## config.mk

```make
export PLATFORM = sky130hd
export DESIGN_NAME = dprintf_byte_writer
export DESIGN_NICKNAME = d
export VERILOG_FILES = /design/src/rtl/dprintf_pkg.sv /design/src/rtl/dprintf_hex_char.sv /design/src/rtl/dprintf_byte_writer.sv
export SDC_FILE = /design/constraint.sdc
export NUM_CORES = 1
export LEC_CHECK = 0
export CAP_MARGIN = 20
export CORE_ASPECT_RATIO = 0.75
export CORE_MARGIN = 5
export CORE_UTILIZATION = 35
export DETAILED_ROUTE_END_ITERATION = 8
export DONT_BUFFER_PORTS = 1
export HOLD_SLACK_MARGIN = 0.12
export PLACE_DENSITY = 0.53
export SETUP_SLACK_MARGIN = 0.1
export SYNTH_ARGS = -nofsm -noshare
export SYNTH_HDL_FRONTEND = slang
export SYNTH_HIERARCHICAL = 1
export SYNTH_SLANG_ARGS = --single-unit
```

## constraint.sdc

```tcl
create_clock -name clk -period 11.9 [get_ports clk]
set_input_delay 3.57 -clock clk [delete_from_list [all_inputs] [get_ports clk]]
set_output_delay 3.57 -clock clk [all_outputs]
set_load 0.05 [all_outputs]
```

## src/rtl/dprintf_pkg.sv

```systemverilog
// -----------------------------------------------------------------------------
// dprintf_pkg
// Shared types and constants for the dprintf byte writer.
//   t_dprintf_req_4  : request from the APB dprintf requester (address + 32 bytes)
//   t_dprintf_byte   : one character write toward the framebuffer SRAM
//   t_dprintf_state  : writer FSM state, also exported for observation
// Format codes inside the 32-byte stream:
//   0x00             end of string
//   0x81..0x84       print the next 1..4 bytes as uppercase hex
//   0x01..0x7F       literal character
//   anything else    ignored
// -----------------------------------------------------------------------------
package dprintf_pkg;

   localparam logic [7:0] DPRINTF_END           = 8'h00;
   localparam logic [7:0] DPRINTF_HEX_BASE      = 8'h80;
   localparam logic [7:0] DPRINTF_HEX_MAX_BYTES = 8'd4;

   typedef struct packed {
      logic        valid;
      logic [15:0] address;
      logic [63:0] data_0;
      logic [63:0] data_1;
      logic [63:0] data_2;
      logic [63:0] data_3;
   } t_dprintf_req_4;

   typedef struct packed {
      logic        valid;
      logic [15:0] address;
      logic [7:0]  data;
   } t_dprintf_byte;

   typedef enum logic [1:0] {
      ST_IDLE = 2'd0,
      ST_SCAN = 2'd1,
      ST_HEX  = 2'd2
   } t_dprintf_state;

endpackage

```

## src/rtl/dprintf_hex_char.sv

```systemverilog
// -----------------------------------------------------------------------------
// dprintf_hex_char
// Converts a 4-bit nybble into its uppercase ASCII hex digit.
// Ports:
//   i_nybble : value 0..15
//   o_char   : '0'..'9' (0x30..0x39) or 'A'..'F' (0x41..0x46)
// -----------------------------------------------------------------------------
module dprintf_hex_char (
   input  logic [3:0] i_nybble,
   output logic [7:0] o_char
);

   always_comb begin
      if (i_nybble < 4'd10) begin
         o_char = 8'h30 + {4'h0, i_nybble};
      end else begin
         // 0x37 + 10 = 0x41 = 'A'
         o_char = 8'h37 + {4'h0, i_nybble};
      end
   end

endmodule

```

## src/rtl/dprintf_byte_writer.sv

```systemverilog
// -----------------------------------------------------------------------------
// dprintf_byte_writer
// Takes a 32-byte compact format string from the dprintf requester and turns it
// into a stream of single-character writes, one per cycle when the sink is
// ready.
// Ports:
//   clk, clk__enable          : clock and clock enable (all state holds when low)
//   reset                     : asynchronous, active-high
//   dprintf_req__*            : request (valid, start address, four data words)
//   dprintf_ack               : one-cycle accept pulse back to the requester
//   byte_wr__valid/address/data, byte_wr_ready : character write output
//   dbg_state                 : current FSM state
//
// Handshake: a write transfers on a clock edge where byte_wr__valid and
// byte_wr_ready are both high (with clk__enable high). While valid is high and
// ready is low, address and data are held unchanged. The writer only loads a
// new character into the output register when that register is empty or is
// being drained on the same edge ("slot free").
// -----------------------------------------------------------------------------
module dprintf_byte_writer
   import dprintf_pkg::*;
(
   input  logic           clk,
   input  logic           clk__enable,
   input  logic           reset,
   input  logic           dprintf_req__valid,
   input  logic [15:0]    dprintf_req__address,
   input  logic [63:0]    dprintf_req__data_0,
   input  logic [63:0]    dprintf_req__data_1,
   input  logic [63:0]    dprintf_req__data_2,
   input  logic [63:0]    dprintf_req__data_3,
   output logic           dprintf_ack,
   output logic           byte_wr__valid,
   output logic [15:0]    byte_wr__address,
   output logic [7:0]     byte_wr__data,
   input  logic           byte_wr_ready,
   output t_dprintf_state dbg_state
);

   t_dprintf_req_4  w_req;
   t_dprintf_state  r_state;
   // Element 0 is the most significant byte, so byte 0 = data_0[63:56].
   logic [0:31][7:0] r_data;
   logic [4:0]       r_index;
   logic [15:0]      r_addr;
   logic [3:0]       r_hex_count;
   t_dprintf_byte    r_wr;

   logic       w_slot_free;
   logic [7:0] w_byte;
   logic       w_last;
   logic       w_is_hex;
   logic [3:0] w_nybble;
   logic [7:0] w_hex_char;

   always_comb begin
      w_req.valid   = dprintf_req__valid;
      w_req.address = dprintf_req__address;
      w_req.data_0  = dprintf_req__data_0;
      w_req.data_1  = dprintf_req__data_1;
      w_req.data_2  = dprintf_req__data_2;
      w_req.data_3  = dprintf_req__data_3;
   end

   assign dprintf_ack = (r_state == ST_IDLE) & w_req.valid;

   assign w_slot_free = !r_wr.valid | byte_wr_ready;
   assign w_byte      = r_data[r_index];
   assign w_last      = (r_index == 5'd31);
   assign w_is_hex    = (w_byte > DPRINTF_HEX_BASE) &&
                        (w_byte <= (DPRINTF_HEX_BASE + DPRINTF_HEX_MAX_BYTES));
   // Even count -> high nybble first, odd count -> low nybble.
   assign w_nybble    = r_hex_count[0] ? w_byte[3:0] : w_byte[7:4];

   dprintf_hex_char u_hex_char (
      .i_nybble (w_nybble),
      .o_char   (w_hex_char)
   );

   always_ff @(posedge clk or posedge reset) begin
      if (reset) begin
         r_state     <= ST_IDLE;
         r_data      <= '0;
         r_index     <= '0;
         r_addr      <= '0;
         r_hex_count <= '0;
         r_wr        <= '0;
      end else if (clk__enable) begin
         // Drained or empty slot becomes empty unless a new character lands below.
         if (w_slot_free) begin
            r_wr.valid <= 1'b0;
         end

         case (r_state)
            ST_IDLE: begin
               // A last write may still be waiting in r_wr; capturing here is
               // safe because SCAN will not overwrite it until the slot frees.
               if (dprintf_ack) begin
                  r_addr      <= w_req.address;
                  r_data      <= {w_req.data_0, w_req.data_1, w_req.data_2, w_req.data_3};
                  r_index     <= '0;
                  r_hex_count <= '0;
                  r_state     <= ST_SCAN;
               end
            end

            ST_SCAN: begin
               if (w_slot_free) begin
                  if (w_byte == DPRINTF_END) begin
                     r_state <= ST_IDLE;
                  end else begin
                     if (!w_byte[7]) begin
                        r_wr.valid   <= 1'b1;
                        r_wr.address <= r_addr;
                        r_wr.data    <= w_byte;
                        r_addr       <= r_addr + 16'd1;
                     end else if (w_is_hex) begin
                        r_hex_count <= {w_byte[2:0], 1'b0};
                     end
                     // A hex code in the final byte has nothing left to print.
                     if (w_last) begin
                        r_state <= ST_IDLE;
                     end else begin
                        r_index <= r_index + 5'd1;
                        if (w_is_hex) begin
                           r_state <= ST_HEX;
                        end
                     end
                  end
               end
            end

            ST_HEX: begin
               if (w_slot_free) begin
                  r_wr.valid   <= 1'b1;
                  r_wr.address <= r_addr;
                  r_wr.data    <= w_hex_char;
                  r_addr       <= r_addr + 16'd1;
                  r_hex_count  <= r_hex_count - 4'd1;
                  // Byte fully printed after its low nybble.
                  if (r_hex_count[0]) begin
                     if (w_last) begin
                        r_state <= ST_IDLE;
                     end else begin
                        r_index <= r_index + 5'd1;
                        if (r_hex_count == 4'd1) begin
                           r_state <= ST_SCAN;
                        end
                     end
                  end
               end
            end

            default: begin
               r_state <= ST_IDLE;
            end
         endcase
      end
   end

   assign byte_wr__valid   = r_wr.valid;
   assign byte_wr__address = r_wr.address;
   assign byte_wr__data    = r_wr.data;
   assign dbg_state        = r_state;

endmodule

```

# Yosys cells after proc, flatten, opt, wreduce, memory -nomap -nowiden

Index checks and enable logic that the tools add are counted.

Equality and inequality tests: 14
Add/subtract/negate cells: 5
Mux-type cells: 41
Magnitude comparators: 4
Reduce and logical (&&, ||, !) cells: 12
Bitwise operators: 3

Operators with widths:

| cell                                                             | number |
|---|---|
| 25-bit two-way mux                                               | 4 |
| 16-bit two-way mux                                               | 5 |
| 25-bit case mux with 2 select lines                              | 1 |
| 16-bit case mux with 3 select lines                              | 1 |
| 8-bit binary-select mux with 5-bit select                        | 1 |
| 5-bit two-way mux                                                | 6 |
| 4-bit two-way mux                                                | 7 |
| 8-bit two-way mux                                                | 3 |
| 7-bit AND reduction                                              | 3 |
| 2-bit two-way mux                                                | 9 |
| 16-bit by 1-bit adder with 16-bit output (second input constant) | 1 |
| 2-bit != test (second input constant)                            | 8 |
| 5-bit case mux with 3 select lines                               | 1 |
| 6-bit by 4-bit adder with 7-bit output (first input constant)    | 2 |
| 4-bit case mux with 3 select lines                               | 1 |
| 8-bit > comparator (second input constant)                       | 1 |
| 8-bit <= comparator (second input constant)                      | 1 |
| 8-bit logical NOT                                                | 1 |
| 8-bit AND reduction                                              | 1 |
| 6-bit >= comparator (second input constant)                      | 1 |
| 5-bit inverter with 6-bit output                                 | 1 |
| 2-bit case mux with 3 select lines                               | 1 |
| 6-bit AND reduction                                              | 1 |
| 5-bit by 1-bit adder with 5-bit output (second input constant)   | 1 |
| 17 further kinds                                                 | 17 |

Register bits: 308
Bits of input ports: 277
Output and inout port bits: 28

# Longest topological paths before layout

Depth in word-level cells: 11
Mapped depth: 17
Gate-level depth less buffers: 12

# Cells and area by module

The synthesis kept the hierarchy.

By module, submodules not included:

| module              | area an instance (µm²) | times used | cells an instance | seq. area each (µm²) |
|---|---|---|---|---|
| dprintf_byte_writer | 14425.1                | 1          | 1039              | 7707.4 |
| dprintf_hex_char    | 106.4                  | 1          | 16                | 0.0 |

# Worst setup path before layout

OpenSTA, ideal clock, no wires.

Path kind: in2out
Start: input dprintf_req__valid
End: output dprintf_ack
Path slack: 4.332 ns
Cell stages on the path: 1
Arrival: 3.998 ns
Path buffers: 0
Data required time: 8.330 ns
Path through: and2_1

Longest elaborated chain between the ends: 1

Ends and longest elaborated chain:

| element           | line                      | RTL |
|---|---|---|
| from (decl)       | dprintf_byte_writer.sv:26 | `input logic dprintf_req__valid,` |
| 1-bit bitwise AND | dprintf_byte_writer.sv:65 | `assign dprintf_ack = (r_state == ST_IDLE) & w_req.valid;` |
| to (decl)         | dprintf_byte_writer.sv:32 | `output logic dprintf_ack,` |

No other way between the ends.

# Worst setup path after layout

Ends and elaborated chain as after synthesis.

==> metrics <==
worst ir drop on vdd between 0.0001 and 0.00015 V; 1st-iter DRT viols around 380; EDFF count, synth 0; HP Start r_data[89]; # clock sinks between 300 and 400; post-CTS setup buffers 0; CTS Buf Count 34; H-tree depth 2; kind of critical path in2out; root buf cell clkbuf_16; Mapped Cells around 1,100; leakage power about 6.6 nW; HPWL after DPL roughly 28,000 um; post-CTS resize count 0; initial core utilization ~36%; maximum fanout along the worst path 2; top-area cell type share of the netlist area between 50 and 60%; Final Power around 5 mW; Worst Setup SP dprintf_req__valid; Crit path max-delay family simple AND/OR/NAND/NOR gates; most area-hungry cell type in the Yosys netlist dfrtp_1; Slew Limit Fails 0; worst endpoint required time 8.33 ns; area grow syn2layout 11.09%; full die area ~0.046 sq mm; Critical Path Slowest Stage Cell and2_1; Logic pwr share between 30 and 40%; outcome finished, final reports clean; flop-to-flop setup slack about 7 ns; worst slack, placed roughly 4.3 ns; Worst-Skew Late Latency roughly 0.53 ns; setup_tns 0 ns; Final Hold Slack 0.4982 ns; Vias roughly 8,600; final WL about 40,000 um; number of global-route vias before repair 9,106; WP data arrival between 4 and 5 ns; Post-Syn Area roughly 0.015 sq mm; Port Buffers 0; RSZ-0062 raised after global routing no; Hold Buf Count CTS 0; Clock Skew about 0.028 ns; Die W about 250 um; via/cell ratio 5.276; drt pass-1 iters 4; setup ws final roughly 4.3 ns; Worst Hold Class reg2reg; period utilization between 60 and 70%; clk slew on worst S/H paths about 0.060 ns; fmax approximately 130 MHz; Worst-Margin Slew roughly 1.0 ns; minimum clock period around 7.6 ns; async set-reset flop share out of synthesis between 90% and 100%; Layout Utilization 39.45%; largest net degree at the start of global routing 167; CP max stage delay 0.49 ns; commonest cells in the netlist dfrtp_1, mux2_2, mux4_2, nand2_1, clkbuf_1; sequential share of power around two fifths; Max-slew headroom a little under a third; post-synth cell types 64; crit end category output port; placed inst area between 0.015 and 0.02 sq mm; Finished Layout Cells roughly 1,600; layout cells sized above 1 37.02%; number of antenna violations at the first check in global routing 22; DRC violation count after routing 0; Worst setup SP type input pin; Die H 186.5 um; Pwr per Cell Area 303.1 mW/mm^2; floorplan core area approximately 0.041 sq mm; Clk pwr share a little over a fifth; CTS tree yes; Cell Chain, Critical Path and2_1; net switching power about 1.7 mW; Int Power between 3 and 4 mW; Routability Congestion a little under 0.8; per-cell routed wire length between 20 and 25 um; global-route usage over all layers between 10% and 20%; Yosys warning count 6; sequential share of the synthesized area a little over half; Clock Path Buffers 3; Max Cap Violations 0; Area contributors post-synth dfrtp_1, mux2_2, mux4_2; IO Pins ~300; #FFs+latches synth 308; Post-Place Cells roughly 1,600; global-route wire length before repair approximately 59,000 um; RR Startpoint r_index[0]; Synthesized Nets 1,342; most numerous cell in the Yosys netlist dfrtp_1; layout net count between 1,000 and 1,500; global-route congestion overflow total 0; final hold viol count 0; FP Rows between 60 and 70; Syn Area/Cell roughly 14 sq um; Routed Antenna Nets 0; final instance area roughly 0.016 sq mm; CP Buf/Inv Count 0; Post-synth top flop dfrtp_1; final setup vio count 0; sw frac roughly 36%
flip-flops by register name, indices dropped and copies added, names as in the netlist:
| register | flops |
|---|---|
| r_index | 5 |
| byte_wr__address | 16 |
| r_hex_count | 4 |
| dbg_state | 2 |
| r_data | 256 |
| byte_wr__data | 8 |
| byte_wr__valid | 1 |
| r_addr | 16 |
power by group through the flow:
stage	sequential [mW]	clock, mW	combinational, mW
after global routing	2.07	1.12	2.05
after global placement	2.00	0	1.84
after floorplan	1.86	0	1.57
after detailed placement	2.02	0	1.87
final	2.00	1.03	1.86
after CTS	2.00	1.07	1.88
per-layer routing:
metal | up-vias | routed length [um] | global-route usage (%)
met4 | 30 | 563 | 3.020
li1 | 3906 | - | -
met1 | 4370 | 17760 | 23.02
met3 | 70 | 2595 | 5.721
met2 | 198 | 17790 | 25.86
met5 | - | 193 | 0
kinds of logic after synthesis:
group	Yosys count	share of synthesized area (%)
adder cells (fa/ha/maj)	10	0.8610
AO/OA/AOI/OAI	152	7.198
multiplexers	357	30.96
AND/OR/NAND/NOR	134	4.564
flip-flops	308	53.04
other	1	0.02581
XOR/XNOR	2	0.1206
buffers and inverters	91	3.229
cells in the final DEF, fill, tap and decap left out, types with 3 or more instances in the layout:
cell	n
buf_4	16
nand2_1	43
nor2_1	19
o31ai_1	4
nand4_1	6
o21ai_0	30
nand3b_1	4
ha_1	10
clkinv_2	3
inv_1	16
diode_2	5
clkbuf_1	9
a21oi_1	34
mux2i_1	40
clkbuf_8	9
nand2b_1	3
and2_1	3
o22ai_1	14
nand3_1	29
clkbuf_16	35
mux2_2	260
nor3b_1	3
o2111ai_1	3
a22o_1	22
a22oi_1	8
o22a_1	7
and3_1	6
or3_1	3
mux2_1	10
mux4_2	47
dfrtp_1	305
nor3_1	6
worst paths after layout:
| check | end | cells past startpoint |
|---|---|---|
| worst min register to register | r_data[89] | 1 |
| worst max register to register | byte_wr__data[4] | 9 |
| min in group asynchronous | r_data[192] | 2 |
| worst min-delay path | r_data[89] | 1 |
| max in group asynchronous | r_data[6] | 4 |
| worst max-delay path | dprintf_ack | 1 |
final cells by class:
cell class,count,area [sq um]
Antenna cell,5,12.51
Clock buffer,53,1033
Clock inverter,5,53.80
Fill cell,3859,24780
Inverter,18,71.32
Multi-Input combinational cell,656,6374
Sequential cell,308,7714
Tap cell,561,701.9
Timing Repair Buffer,19,182.7
(Power assumes the default switching activity.)
